File: config.mk
export PLATFORM = sky130hd
export DESIGN_NAME = i2c_request_arbiter
export DESIGN_NICKNAME = d
export VERILOG_FILES = /design/src/rtl/i2c_arb_pkg.sv /design/src/rtl/rr_priority_pick.sv /design/src/rtl/i2c_request_arbiter.sv
export SDC_FILE = /design/constraint.sdc
export NUM_CORES = 1
export LEC_CHECK = 0
export CORE_ASPECT_RATIO = 0.75
export CORE_UTILIZATION = 36
export DETAILED_ROUTE_END_ITERATION = 6
export PLACE_DENSITY_LB_ADDON = 0.08
export REMOVE_ABC_BUFFERS = 1
export SLEW_MARGIN = 40
export SYNTH_ARGS = -nofsm -noshare
export SYNTH_HDL_FRONTEND = slang
export SYNTH_SLANG_ARGS = --single-unit
File: constraint.sdc
create_clock -name clock -period 2.1 [get_ports clock]
set_clock_uncertainty 0.05 [all_clocks]
set_input_delay 0.21 -clock clock [delete_from_list [all_inputs] [get_ports clock]]
set_output_delay 0.21 -clock clock [all_outputs]
set_load 0.005 [all_outputs]
File: src/rtl/i2c_arb_pkg.sv
// Shared types and constants for the I2C request arbiter.
package i2c_arb_pkg;

  // Arbiter sequencing states, one transaction per pass IDLE..DONE.
  typedef enum logic [2:0] {
    ST_IDLE,
    ST_GRANT,
    ST_START,
    ST_RUN,
    ST_DRAIN,
    ST_DONE
  } arb_state_t;

  // Bit positions inside req_err.
  localparam int ERR_ACK     = 0;
  localparam int ERR_TIMEOUT = 1;

endpackage

File: src/rtl/rr_priority_pick.sv
// Combinational round-robin picker: first asserted request after 'last'.
module rr_priority_pick #(
  parameter int NUM_REQ = 4
) (
  input  logic [NUM_REQ-1:0] req,
  input  logic [2:0]         last,
  output logic               any_req,
  output logic [2:0]         pick
);

  // Scan last+1, last+2, ... modulo NUM_REQ and keep the first hit.
  always_comb begin
    // NOTE: every output gets a default before the loop so no path leaves it unassigned (no latch).
    any_req = 1'b0;
    pick    = '0;
    for (int k = 1; k <= NUM_REQ; k++) begin
      for (int i = 0; i < NUM_REQ; i++) begin
        if (!any_req && req[i] && (((int'(last) + k) % NUM_REQ) == i)) begin
          any_req = 1'b1;
          pick    = 3'(i);
        end
      end
    end
  end

endmodule

File: src/rtl/i2c_request_arbiter.sv
// Round-robin scheduler sharing one i2c_master among NUM_REQ requesters.
module i2c_request_arbiter
  import i2c_arb_pkg::*;
#(
  parameter int NUM_REQ        = 4,
  parameter int TIMEOUT_CYCLES = 1_000_000
) (
  input  logic                  clock,
  input  logic                  reset,
  input  logic [NUM_REQ-1:0]    req_valid,
  input  logic [7*NUM_REQ-1:0]  req_addr,
  input  logic [NUM_REQ-1:0]    req_rw,
  input  logic [32*NUM_REQ-1:0] req_data_wr,
  input  logic [8*NUM_REQ-1:0]  req_nbytes,
  output logic [NUM_REQ-1:0]    req_ready,
  output logic [NUM_REQ-1:0]    req_done,
  output logic [1:0]            req_err,
  output logic [2:0]            active_id,
  output logic                  busy_out,
  output logic                  m_ena,
  output logic [6:0]            m_addr,
  output logic                  m_rw,
  output logic [31:0]           m_data_wr,
  output logic [7:0]            m_nbytes,
  input  logic                  m_busy,
  input  logic                  m_ack_error,
  input  logic [7:0]            m_byte_counter
);

  localparam int            TW       = $clog2(TIMEOUT_CYCLES + 1);
  localparam logic [TW-1:0] TMO_LAST = TW'(TIMEOUT_CYCLES - 1);

  arb_state_t    state, state_nxt;
  logic [2:0]    grant_id, last_id;
  logic [6:0]    addr_q;
  logic          rw_q;
  logic [31:0]   data_q;
  logic [7:0]    nbytes_q;
  logic [TW-1:0] tmo_cnt;
  logic          timeout_flag, ack_sticky;
  logic          pick_any;
  logic [2:0]    pick_id;
  logic [6:0]    pick_addr;
  logic          pick_rw;
  logic [31:0]   pick_data;
  logic [7:0]    pick_nbytes;
  logic          timeout_hit, in_xfer, bytes_done;

  rr_priority_pick #(.NUM_REQ(NUM_REQ)) u_pick (
    .req     (req_valid),
    .last    (last_id),
    .any_req (pick_any),
    .pick    (pick_id)
  );

  // Counter saturates at its last value, so an earlier timeout also ends a stuck DRAIN.
  assign timeout_hit = (tmo_cnt >= TMO_LAST);
  assign in_xfer     = (state == ST_START) || (state == ST_RUN) || (state == ST_DRAIN);
  assign bytes_done  = (m_byte_counter >= nbytes_q);

  // Select the winning requester's fields for the holding registers.
  always_comb begin
    pick_addr   = '0;
    pick_rw     = 1'b0;
    pick_data   = '0;
    pick_nbytes = '0;
    for (int i = 0; i < NUM_REQ; i++) begin
      if (pick_id == 3'(i)) begin
        pick_addr   = req_addr[7*i +: 7];
        pick_rw     = req_rw[i];
        pick_data   = req_data_wr[32*i +: 32];
        pick_nbytes = req_nbytes[8*i +: 8];
      end
    end
  end

  // State register; async reset drops m_ena at once because outputs decode state.
  always_ff @(posedge clock or posedge reset) begin
    // NOTE: sequential state uses <= so every register samples pre-edge values.
    if (reset) state <= ST_IDLE;
    else       state <= state_nxt;
  end

  // Next-state decode for one grant-to-completion pass.
  always_comb begin
    state_nxt = state;
    unique case (state)
      ST_IDLE:  if (pick_any) state_nxt = ST_GRANT;
      ST_GRANT: state_nxt = ST_START;
      ST_START: begin
        if (timeout_hit) state_nxt = ST_DRAIN;
        else if (m_busy) state_nxt = ST_RUN;
      end
      ST_RUN:   if (timeout_hit || bytes_done) state_nxt = ST_DRAIN;
      ST_DRAIN: if (!m_busy || timeout_hit) state_nxt = ST_DONE;
      ST_DONE:  state_nxt = ST_IDLE;
      default:  state_nxt = ST_IDLE;
    endcase
  end

  // Holding registers, round-robin pointer, timeout counter and status flags.
  always_ff @(posedge clock or posedge reset) begin
    if (reset) begin
      // NOTE: holding registers are reset too, so master controls read 0 out of reset.
      grant_id     <= '0;
      last_id      <= 3'(NUM_REQ - 1);
      addr_q       <= '0;
      rw_q         <= 1'b0;
      data_q       <= '0;
      nbytes_q     <= '0;
      tmo_cnt      <= '0;
      timeout_flag <= 1'b0;
      ack_sticky   <= 1'b0;
    end else begin
      if (state == ST_IDLE && pick_any) begin
        grant_id <= pick_id;
        addr_q   <= pick_addr;
        rw_q     <= pick_rw;
        data_q   <= pick_data;
        nbytes_q <= (pick_nbytes == 8'd0) ? 8'd1 : pick_nbytes;
      end
      if (state == ST_GRANT) begin
        last_id      <= grant_id;
        tmo_cnt      <= '0;
        timeout_flag <= 1'b0;
        ack_sticky   <= 1'b0;
      end else if (in_xfer) begin
        if (timeout_hit) timeout_flag <= 1'b1;
        else             tmo_cnt      <= tmo_cnt + 1'b1;
        if (m_ack_error) ack_sticky <= 1'b1;
      end
    end
  end

  // Output decode: handshake pulses, status and master enable.
  always_comb begin
    req_ready = '0;
    req_done  = '0;
    req_err   = '0;
    m_ena     = 1'b0;
    for (int i = 0; i < NUM_REQ; i++) begin
      req_ready[i] = (state == ST_GRANT) && (grant_id == 3'(i));
      req_done[i]  = (state == ST_DONE)  && (grant_id == 3'(i));
    end
    if (state == ST_DONE) begin
      req_err[ERR_ACK]     = ack_sticky;
      req_err[ERR_TIMEOUT] = timeout_flag;
    end
    if (state == ST_START) m_ena = 1'b1;
    if (state == ST_RUN)   m_ena = !bytes_done;
  end

  assign busy_out  = (state != ST_IDLE);
  assign active_id = busy_out ? grant_id : 3'd0;
  assign m_addr    = addr_q;
  assign m_rw      = rw_q;
  assign m_data_wr = data_q;
  assign m_nbytes  = nbytes_q;

endmodule

==> reports/qor.txt <==
P_leak - 4.02 nW
largest family of logic cells by synthesized area - compound AO/OA/AOI/OAI gates
number of vias after detailed routing - 6,296
overall die height - 103 um
total chip power - 0.0112 W
# setup viols final - 14
number of enable-type register cells in the synthesized netlist - 0
total clock buffers created by CTS - 9
fraction of power consumed by sequential logic - 0.223
required time of the critical path - 1.84 ns
post-synthesis compound-gate area fraction - 0.269
fraction of power spent switching nets - 0.396
critical-path cell with the highest stage delay - sky130_fd_sc_hd__dfrtp_1
PD cells - 1190 nW/um^2
latest clock arrival within the worst-skew pair - 0.34 ns
setup repair after global routing missed its margin - yes
routed wirelength normalized by instance count - 18.7 um
number of DRC markers after the initial detailed-route iteration - 277
detailed placer's ending HPWL - 15,100 um
kind of critical path - register to output pin
worst-case clock buffer depth - 2
final critical path time including I/O delays and setup - 2.25 ns
area used by multi-input combinational logic - 3230 um^2
worst min path class - primary input to asynchronous set/reset pin
Port Buffers - 269
Net Sw Power - 0.00445 W
final core utilization - 0.720
number of antenna violations at the first check in global routing - 0
cell at the root of the clock tree - sky130_fd_sc_hd__clkbuf_16
first-pass detailed-route iteration total - 5
CTS tree - done
timing-limited maximum frequency - 444 MHz
share of synthesized cell area in and, or, nand and nor gates - 0.233
max-slew violation count - 0
Max rail drop VDD - 0.000663 V
register clock-pin slew on the reported worst setup and hold paths - 0.06 ns
xor and xnor fraction of the mapped netlist area - 0.0317
area grow syn2layout - 92.0%
longest individual stage delay on the worst path - 0.40 ns
DRC errors left - 0
Main synth FF type - sky130_fd_sc_hd__dfrtp_1
final antenna diode count - 0
Unique masters post-synth - 62
Synthesis Warnings - 0
wire length of the first global-routing pass - 31,000 um
clock power share - 0.136
arrival time of the worst setup path - 1.99 ns
total number of clock tree sinks - 77
setup slack of the critical path after layout - -0.152 ns
post-synthesis register bit count - 77
Max H-tree Level - 3
top area cells in the synthesized netlist - sky130_fd_sc_hd__dfrtp_1, sky130_fd_sc_hd__nand2_1, sky130_fd_sc_hd__o21ai_0, sky130_fd_sc_hd__nor2_1, sky130_fd_sc_hd__a31oi_1
number of hold violations in the final report - 0
area of the core - 13,200 um^2
critical path startpoint category - register
average via count per standard cell - 5.41
cell family contributing the most delay on the critical path - compound AO/OA/AOI/OAI gates
Congestion Overflow GR - 0
violated checks - setup timing
sequential cell area fraction in the yosys report - 0.391
fill count - 948
kind of end point of the critical path - output pin
critical path peak fanout - 2
Detailed Route WL - 21,700 um
IO Pins - 271
pin count of the biggest net entering global routing - 73
all-layer global routing usage - 0.289
part of the power in combinational logic - 0.640
area share of fa/ha/maj cells after synthesis - 0.0228
part of the cycle the worst path needs - 1.07
fraction of layout instances using a drive strength above 1 - 0.203
DIE AREA - 14,200 um^2
number of nets with antenna violations after routing - 0
x dimension of the die - 137 um
most area-hungry cell type in the Yosys netlist - sky130_fd_sc_hd__dfrtp_1
ordered list of cells on the worst path - ha_1 > nand2b_4 > a21o_1 > a21o_1 > a21oi_2 > o211ai_1 > o21ai_1 > buf_2
routability congestion estimate - 0.932
outcome - finished with violations
synthesized area divided by synthesized cell count - 7.49 um^2
number of instances in the synthesized netlist - 658
vias in the first global route - 6,186
ys async rst share - 1.00
Synth top area share - 0.381
CP Buf/Inv Count - 1
Total Nets Final - 1,205
number of cell rows - 36
max-cap check violation count - 0
mux share of post-synthesis cell area - 0.00432
Int Pwr - 0.00679 W
Critical Path Most Common Cell - sky130_fd_sc_hd__a21o_1
post-synthesis instance area - 4930 um^2
effective utilization at floorplan - 0.375
area taken by flip-flops and latches - 1930 um^2
[kinds of logic after synthesis]
family | count (synthesis)
AND/OR/NAND/NOR | 275
multiplexers | 2
XOR/XNOR | 17
flip-flops | 77
adder cells (fa/ha/maj) | 9
AO/OA/AOI/OAI | 222
other | 1
buffers and inverters | 55
[path summary, 6_finish.rpt]
kind,from,endpoint,slack [ns],cells after the start
worst max-delay path,m_nbytes[0],m_ena,-0.15,8
max in group asynchronous,reset,tmo_cnt[1],1.32,3
worst max register to register,last_id[0],m_nbytes[0],-0.14,8
min in group clock,req_data_wr[98],m_data_wr[2],0.38,3
worst min-delay path,reset,m_data_wr[14],0.16,2
worst min register to register,m_data_wr[19],m_data_wr[19],0.44,2
[area by class of cell]
type | instances | area share
clock buffer | 11 | 0.0246
clock inverter | 5 | 0.00555
inverter | 15 | 0.00635
multi-input combinational | 527 | 0.342
sequential | 77 | 0.204
tap | 171 | 0.0226
timing repair buffer | 358 | 0.395
[state kept, by name, summed over array words and instances, names as in the netlist]
signal        flops
ack_sticky        1
grant_id          2
last_id           2
m_addr            7
m_data_wr        32
m_nbytes          8
m_rw              1
state             3
timeout_flag      1
tmo_cnt          20
[cell usage after synthesis (2+ instances only)]
cell / count
sky130_fd_sc_hd__dfstp_2: 2
sky130_fd_sc_hd__dfrtp_1: 75
sky130_fd_sc_hd__a211oi_1: 2
sky130_fd_sc_hd__or3_1: 2
sky130_fd_sc_hd__a22oi_1: 4
sky130_fd_sc_hd__clkbuf_1: 27
sky130_fd_sc_hd__o2bb2ai_1: 2
sky130_fd_sc_hd__nor3_1: 4
sky130_fd_sc_hd__nor2_1: 85
sky130_fd_sc_hd__and3_2: 2
sky130_fd_sc_hd__a22o_1: 2
sky130_fd_sc_hd__o2111ai_1: 2
sky130_fd_sc_hd__o311a_1: 3
sky130_fd_sc_hd__nand3_1: 8
sky130_fd_sc_hd__buf_2: 9
sky130_fd_sc_hd__xnor2_1: 9
sky130_fd_sc_hd__o21ai_0: 98
sky130_fd_sc_hd__a31oi_1: 36
sky130_fd_sc_hd__a2bb2o_1: 3
sky130_fd_sc_hd__nor2b_1: 6
sky130_fd_sc_hd__and3_1: 7
sky130_fd_sc_hd__and2_1: 2
sky130_fd_sc_hd__o31ai_1: 2
sky130_fd_sc_hd__o211ai_1: 8
sky130_fd_sc_hd__nand2b_1: 4
sky130_fd_sc_hd__a21o_1: 2
sky130_fd_sc_hd__or4_1: 2
sky130_fd_sc_hd__a21oi_1: 35
sky130_fd_sc_hd__a21boi_0: 3
sky130_fd_sc_hd__inv_1: 14
sky130_fd_sc_hd__xor2_1: 7
sky130_fd_sc_hd__ha_1: 9
sky130_fd_sc_hd__nand2_1: 143
sky130_fd_sc_hd__o21a_1: 2
sky130_fd_sc_hd__nand4_1: 3
sky130_fd_sc_hd__o21ai_1: 8
[power by group through the flow]
stage               Clock [W]  Combinational (W)  Sequential (W)
finish                0.00153            0.00720         0.00251
global route          0.00163            0.00778         0.00257
CTS                   0.00156            0.00603         0.00250
detailed placement          0            0.00562         0.00251
global placement            0            0.00550         0.00248
floorplan                   0            0.00247         0.00251
[layer usage]
| metal | GRT usage | routed length (um) |
|---|---|---|
| met1 | 0.328 | 8610 |
| met2 | 0.523 | 10800 |
| met3 | 0.0789 | 1690 |
| met4 | 0.109 | 648 |
| met5 | 0 | 0 |
[placed cells by master (no fill, tap or decap), types with 16 or more instances in the layout]
cell type / instances
sky130_fd_sc_hd__dfrtp_1: 74
sky130_fd_sc_hd__nand2_1: 138
sky130_fd_sc_hd__a31oi_1: 34
sky130_fd_sc_hd__buf_12: 16
sky130_fd_sc_hd__o21ai_2: 28
sky130_fd_sc_hd__o21ai_1: 42
sky130_fd_sc_hd__o21ai_0: 35
sky130_fd_sc_hd__clkdlybuf4s50_1: 260
sky130_fd_sc_hd__a21oi_1: 23
sky130_fd_sc_hd__buf_4: 54
sky130_fd_sc_hd__nor2_1: 79
[worst register-to-register path: stages, from the launching register on]
cell and delay [ns]:
sky130_fd_sc_hd__dfstp_2 0.63, sky130_fd_sc_hd__nor2b_4 0.08, sky130_fd_sc_hd__a22o_4 0.24, sky130_fd_sc_hd__or2_4 0.33
sky130_fd_sc_hd__buf_6 0.16, sky130_fd_sc_hd__o21ai_4 0.15, sky130_fd_sc_hd__a2bb2o_4 0.17, sky130_fd_sc_hd__nand3_2 0.08
sky130_fd_sc_hd__o31ai_2 0.25
[stage by stage]
| stage | instance area [um^2] | setup WS, ns | TNS, ns | instances | hold slack [ns] |
|---|---|---|---|---|---|
| 2_1_floorplan | 4750 | -1.81 | -77.60 | 618 | 0.299 |
| 3_3_place_gp | 8230 | -0.498 | -9.76 | 1118 | 0.412 |
| 3_5_place_dp | 8230 | -0.586 | -14.47 | 1118 | 0.422 |
| 4_1_cts | 8760 | -0.148 | -0.162 | 1143 | 0.157 |
| 5_1_grt | 9460 | -0.200 | -2.44 | 1164 | 0.199 |
| 6_report | 9460 | -0.152 | -0.493 | 1164 | 0.157 |
[what timing repair did]
action	4_1_cts	5_1_grt
hold endpoints to repair	0	0
setup endpoints to repair	72	69
cloned	1	6
pin swaps	18	55
hold buffers	0	0
gates resized for setup	48	158
setup buffers	9	18
No activity file was read; power rests on OpenSTA's default activity.
